$ cat config.mk
export PLATFORM = sky130hd
export DESIGN_NAME = pll_supervisor
export DESIGN_NICKNAME = d
export VERILOG_FILES = /design/src/rtl/pll_supervisor.sv
export SDC_FILE = /design/constraint.sdc
export NUM_CORES = 1
export LEC_CHECK = 0
export BUFFER_PORTS_ARGS = -buffer_cell sky130_fd_sc_hd__clkbuf_2
export CAP_MARGIN = 20
export CORE_MARGIN = 2
export CORE_UTILIZATION = 45
export DETAILED_ROUTE_END_ITERATION = 8
export PLACE_DENSITY_LB_ADDON = 0.15
export SLEW_MARGIN = 5
export SYNTH_ARGS = -nofsm -noshare
export SYNTH_HDL_FRONTEND = slang
export SYNTH_SLANG_ARGS = --single-unit
$ cat constraint.sdc
create_clock -name input_clk -period 2.6 [get_ports input_clk]
set_clock_uncertainty 0.15 [all_clocks]
set_input_delay 0.52 -clock input_clk [delete_from_list [all_inputs] [get_ports input_clk]]
set_output_delay 0.52 -clock input_clk [all_outputs]
set_load 0.01 [all_outputs]
$ cat src/rtl/pll_supervisor.sv
// PLL start-up supervisor: pulses the PLL reset, filters lock, then staggers domain reset releases.
// Optional retry limit with a terminal FAULT state when PLL_SUPERVISOR_RETRY_LIMIT_EN is defined.
module pll_supervisor #(
  parameter int NUM_DOMAINS        = 3,
  parameter int PLL_RST_CYCLES     = 8,
  parameter int LOCK_FILTER_CYCLES = 16,
  parameter int TIMEOUT_CYCLES     = 100,
  parameter int RELEASE_GAP        = 4,
  parameter int MAX_RETRIES        = 3
) (
  input  logic                   input_clk,
  input  logic                   reset_n,
  input  logic                   locked,
  output logic                   pll_reset,
  output logic [NUM_DOMAINS-1:0] domain_rst_n,
  output logic                   ready,
  output logic [7:0]             lost_count,
  output logic                   fault
);

  typedef enum logic [2:0] {RESET_PLL, WAIT_LOCK, FILTER, RELEASE, RUN, FAULT} state_e;

  // One shared timer serves every state, so size it for the sum of all limits.
  localparam int TMAX     = PLL_RST_CYCLES + TIMEOUT_CYCLES + LOCK_FILTER_CYCLES + NUM_DOMAINS * RELEASE_GAP;
  localparam int TW       = $clog2(TMAX + 1);
  localparam int LAST_GAP = (NUM_DOMAINS - 1) * RELEASE_GAP;

  state_e                 state_q, state_d;
  logic [TW-1:0]          timer_q, timer_d;
  logic                   locked_meta_q, locked_s_q;
  logic                   pll_reset_q, pll_reset_d;
  logic [NUM_DOMAINS-1:0] dom_q, dom_d;
  logic                   ready_q, ready_d;
  logic [7:0]             lost_count_q, lost_count_d;
  logic                   fault_q, fault_d;
  logic                   retry_exhausted;
  logic                   timeout_fire;

  always_ff @(posedge input_clk) begin
    if (!reset_n) begin
      state_q       <= RESET_PLL;
      timer_q       <= '0;
      locked_meta_q <= 1'b0;
      locked_s_q    <= 1'b0;
      pll_reset_q   <= 1'b1;
      dom_q         <= '0;
      ready_q       <= 1'b0;
      lost_count_q  <= 8'd0;
      fault_q       <= 1'b0;
    end else begin
      state_q       <= state_d;
      timer_q       <= timer_d;
      locked_meta_q <= locked;
      locked_s_q    <= locked_meta_q;
      pll_reset_q   <= pll_reset_d;
      dom_q         <= dom_d;
      ready_q       <= ready_d;
      lost_count_q  <= lost_count_d;
      fault_q       <= fault_d;
    end
  end

  always_comb begin
    state_d      = state_q;
    timer_d      = timer_q;
    lost_count_d = lost_count_q;
    timeout_fire = 1'b0;
    case (state_q)
      RESET_PLL: begin
        if (timer_q == TW'(PLL_RST_CYCLES - 1)) begin
          state_d = WAIT_LOCK;
          timer_d = '0;
        end else begin
          timer_d = timer_q + TW'(1);
        end
      end
      WAIT_LOCK: begin
        if (locked_s_q) begin
          state_d = FILTER;
          timer_d = '0;
        end else if (timer_q == TW'(TIMEOUT_CYCLES - 1)) begin
          timeout_fire = 1'b1;
          timer_d      = '0;
          state_d      = retry_exhausted ? FAULT : RESET_PLL;
        end else begin
          timer_d = timer_q + TW'(1);
        end
      end
      FILTER: begin
        if (!locked_s_q) begin
          state_d = WAIT_LOCK;
          timer_d = '0;
        end else if (timer_q == TW'(LOCK_FILTER_CYCLES - 1)) begin
          state_d = (NUM_DOMAINS == 1) ? RUN : RELEASE;
          timer_d = '0;
        end else begin
          timer_d = timer_q + TW'(1);
        end
      end
      RELEASE, RUN: begin
        // Lock loss restarts the PLL but is not counted as a retry.
        if (!locked_s_q) begin
          state_d = RESET_PLL;
          timer_d = '0;
          if (lost_count_q != 8'hFF) lost_count_d = lost_count_q + 8'd1;
        end else if (state_q == RELEASE) begin
          if (timer_q == TW'(LAST_GAP - 1)) begin
            state_d = RUN;
            timer_d = '0;
          end else begin
            timer_d = timer_q + TW'(1);
          end
        end
      end
      FAULT:   state_d = FAULT;
      default: state_d = RESET_PLL;
    endcase
  end

  always_comb begin
    pll_reset_d = (state_d == RESET_PLL) || (state_d == FAULT);
    ready_d     = (state_d == RUN);
`ifdef PLL_SUPERVISOR_RETRY_LIMIT_EN
    fault_d     = (state_d == FAULT);
`else
    fault_d     = 1'b0;
`endif
  end

  // Domain k releases once k*RELEASE_GAP cycles have elapsed since RELEASE entry.
  for (genvar gi = 0; gi < NUM_DOMAINS; gi++) begin : g_dom
    assign dom_d[gi] = (state_d == RUN) ||
                       ((state_d == RELEASE) && (timer_d >= TW'(gi * RELEASE_GAP)));
  end

`ifdef PLL_SUPERVISOR_RETRY_LIMIT_EN
  localparam int RW = (MAX_RETRIES > 0) ? $clog2(MAX_RETRIES + 1) : 1;
  logic [RW-1:0] retry_q, retry_d;

  assign retry_exhausted = (retry_q == RW'(MAX_RETRIES));

  always_comb begin
    retry_d = retry_q;
    if (timeout_fire && !retry_exhausted) retry_d = retry_q + RW'(1);
  end

  always_ff @(posedge input_clk) begin
    if (!reset_n) retry_q <= '0;
    else          retry_q <= retry_d;
  end
`else
  logic unused_retry;
  assign retry_exhausted = 1'b0;
  assign unused_retry    = timeout_fire & (MAX_RETRIES != 0);
`endif

  assign pll_reset    = pll_reset_q;
  assign domain_rst_n = dom_q;
  assign ready        = ready_q;
  assign lost_count   = lost_count_q;
  assign fault        = fault_q;

endmodule
==> summary.md <==
| Metric | Value |
|---|---|
| Fmax | `421 MHz` |
| Global routing usage on met3 | `2.52%` |
| Crit path launch | `timer_q[0]$_SDFF_PN0_` |
| Placed Area | `0.00155 mm^2` |
| Crit path launch type | `register` |
| Number of global-route vias before repair | `1075` |
| First-pass GRT wire length | `4870 um` |
| Max-cap violation count | `0` |
| Core area | `0.00310 mm^2` |
| Worst reg2reg path depth | `7` |
| Final wirelength | `2880 um` |
| Initial antenna violation count | `0` |
| Netlist Area Pre-Place | `0.00149 mm^2` |
| # H-tree levels | `1` |
| Final Hold Vio Count | `0` |
| Final setup TNS | `0 ns` |
| Synth Instances | `167` |
| Power Density | `413 mW/mm^2` |
| Clk buf depth | `2` |
| Post-DP HPWL | `2100 um` |
| R2R Path Start | `timer_q[0]$_SDFF_PN0_` |
| Post-synth cell types | `56` |
| Initial detailed-routing violation count | `59` |
| # resized after CTS | `0` |
| DR WL/cell | `13.0 um` |
| Minimum clock period | `2.38 ns` |
| Drt drc | `0` |
| Sequential share of the synthesized area | `34.9%` |
| FF+latch count, synth | `26` |
| Hold path depth | `2` |
| Final Wtd Congestion | `0.899` |
| R2r endpoint | `timer_q[5]$_SDFF_PN0_` |
| CP endpoint kind | `register` |
| Least-Margin Pin Slew | `0.512 ns` |
| Post-CTS Hold Buffers | `0` |
| Mapped Nets | `172` |
| Inserted Clock Buffers | `3` |
| R2r setup slk | `0.22 ns` |
| Max Slew Vio Count | `0` |
| DR vias | `1242` |
| Io pins | `17` |
| Vias per cell | `5.62` |
| Slew margin rel. | `65.4%` |
| CTS Sinks | `26` |
| Async S/R FF share, synth | `0%` |
| Port buffer count | `15` |
| Met2 Usage GRT | `24.7%` |
| Layout Nets | `183` |
| Antenna-violating nets left | `0` |
| EDFF count, synth | `0` |
| Worst Path Required | `2.69 ns` |
| Synth Area per Inst | `8.92 um^2` |
| Row count | `20` |
| Ys Warns | `0` |
| Leak Pwr | `0.000630 uW` |
| RSZ-0062 raised after global routing | `no` |
| Worst Setup EP | `timer_q[5]$_SDFF_PN0_` |
| Total Routing Usage GR | `17.2%` |
| Grt total ovfl | `0` |
| Postcts setup bufs | `0` |
| CTS tree | `yes` |
| Peak VDD IR | `212 uV` |
| Core Util, Final | `51.2%` |
| Fin crit share | `91.4%` |
| Starting Density | `48.0%` |
| Final Cell Area | `0.00159 mm^2` |
| Most Used Layer, Global Route | `met1` |
| Largest net degree at the start of global routing | `24` |
| Area growth from synthesis to layout | `6.55%` |
| Min-delay worst type | `input port to register` |
| Worst-path fanout max | `5` |
| Share of layout cells above drive strength 1 | `21.5%` |
| Die Width | `61.5 um` |
| Met1 Track Usage GR | `25.9%` |
| Die H | `61.5 um` |
| Worst-path clk slew | `0.14 ns` |
| DIE AREA | `0.00379 mm^2` |
| CTS Root Cell | `clkbuf_4` |
| Status | `finished, final reports clean` |
| First-pass DRT Iterations | `4` |
| Critical path data arrival time | `2.46 ns` |
| Primary FF master, synth | `dfxtp_1` |
| Hold_ws | `0.262 ns` |
| Setup-failing EPs final | `0` |
| Clock Latency Late Sink | `0.32 ns` |
| N_diodes | `0` |
| CP Class | `register to register` |
-- cells by family after synthesis --
group	after synthesis	share of synthesized area, %
xor+xnor	7	4.11
other cells	1	0.252
buf+inv	14	6.13
mux	3	2.10
simple gates	73	29.0
flops	26	34.9
fa+ha+maj	2	1.68
compound gates	41	21.8
-- how the worst min path moves through the flow --
stage                                  start                       end  slack, ns
floorplan           locked_meta_q$_SDFF_PN0_     locked_s_q$_SDFF_PN0_       0.26
finish                                locked  locked_meta_q$_SDFF_PN0_       0.26
global placement    locked_meta_q$_SDFF_PN0_     locked_s_q$_SDFF_PN0_       0.28
CTS                                   locked  locked_meta_q$_SDFF_PN0_       0.25
global route                          locked  locked_meta_q$_SDFF_PN0_       0.27
detailed placement  locked_meta_q$_SDFF_PN0_     locked_s_q$_SDFF_PN0_       0.27
-- Yosys cell counts, drive strengths merged (5+ instances only) --
cell	number	area share [%]
dfxtp	26	35
nand2	14	3.5
nor2	11	2.8
and2	10	4.3
o21ai	10	3.4
buf	7	4.4
nand3	6	2.0
nor2b	5	2.1
nor3	5	2.0
xnor2	5	2.9
-- cells in the final DEF (no fill, tap or decap), types with 3 or more instances in the layout --
| cell type | count |
|---|---|
| o211ai_1 | 3 |
| nand2_1 | 14 |
| inv_1 | 4 |
| nand3_1 | 6 |
| clkbuf_4 | 3 |
| and2_1 | 9 |
| dfxtp_1 | 26 |
| and3_1 | 3 |
| nor3b_1 | 3 |
| nor2b_1 | 5 |
| nor2_1 | 11 |
| a2111oi_0 | 3 |
| o21ai_0 | 10 |
| clkbuf_2 | 15 |
| nor3_1 | 4 |
| xnor2_1 | 5 |
| nand4_1 | 3 |
-- where the power goes --
part | total (uW) | leakage (uW) | internal (uW) | switching (uW)
logic | 38.1 | 0.000398 | 18.2 | 19.9
clock network | 204 | 0.0000210 | 85.7 | 118
registers | 413 | 0.000210 | 405 | 8.72
-- sequential cells by signal, summed over array words and instances (netlist names) --
signal,count
locked_s_q,1
state_q,3
timer_q,8
lost_count,8
pll_reset,1
ready,1
domain_rst_n,3
locked_meta_q,1
-- stage by stage --
| stage | cells | setup WS (ns) | power [uW] |
|---|---|---|---|
| finish | 221 | 0.223 | 655 |
| global placement | 217 | 0.268 | 460 |
| global route | 221 | 0.0342 | 685 |
| floorplan | 167 | 0.451 | 454 |
| CTS | 221 | 0.223 | 662 |
| detailed placement | 217 | 0.259 | 461 |
-- area by class of cell --
cell class	count	area (um^2)
Sequential cell	26	520
Clock buffer	4	36.3
Multi-Input combinational cell	127	878
Inverter	4	15.0
Fill cell	310	1520
Timing Repair Buffer	16	82.6
Tap cell	44	55.1
-- critical path: stages, from the launching register on --
cell and delay, ns:
dfxtp_1 0.42, ha_1 0.26, or4b_4 0.52, o21bai_2 0.21, o31ai_2 0.14, or2_4 0.30
a21oi_2 0.13, and3b_1 0.18
-- per-layer routing --
metal / part of all wire (%) / vias to the layer above
li1: - / 628
met1: 52 / 592
met2: 43 / 18
met3: 3.3 / 4
met4: 1.0 / 0
met5: 0 / -
No activity file was read; power rests on OpenSTA's default activity.
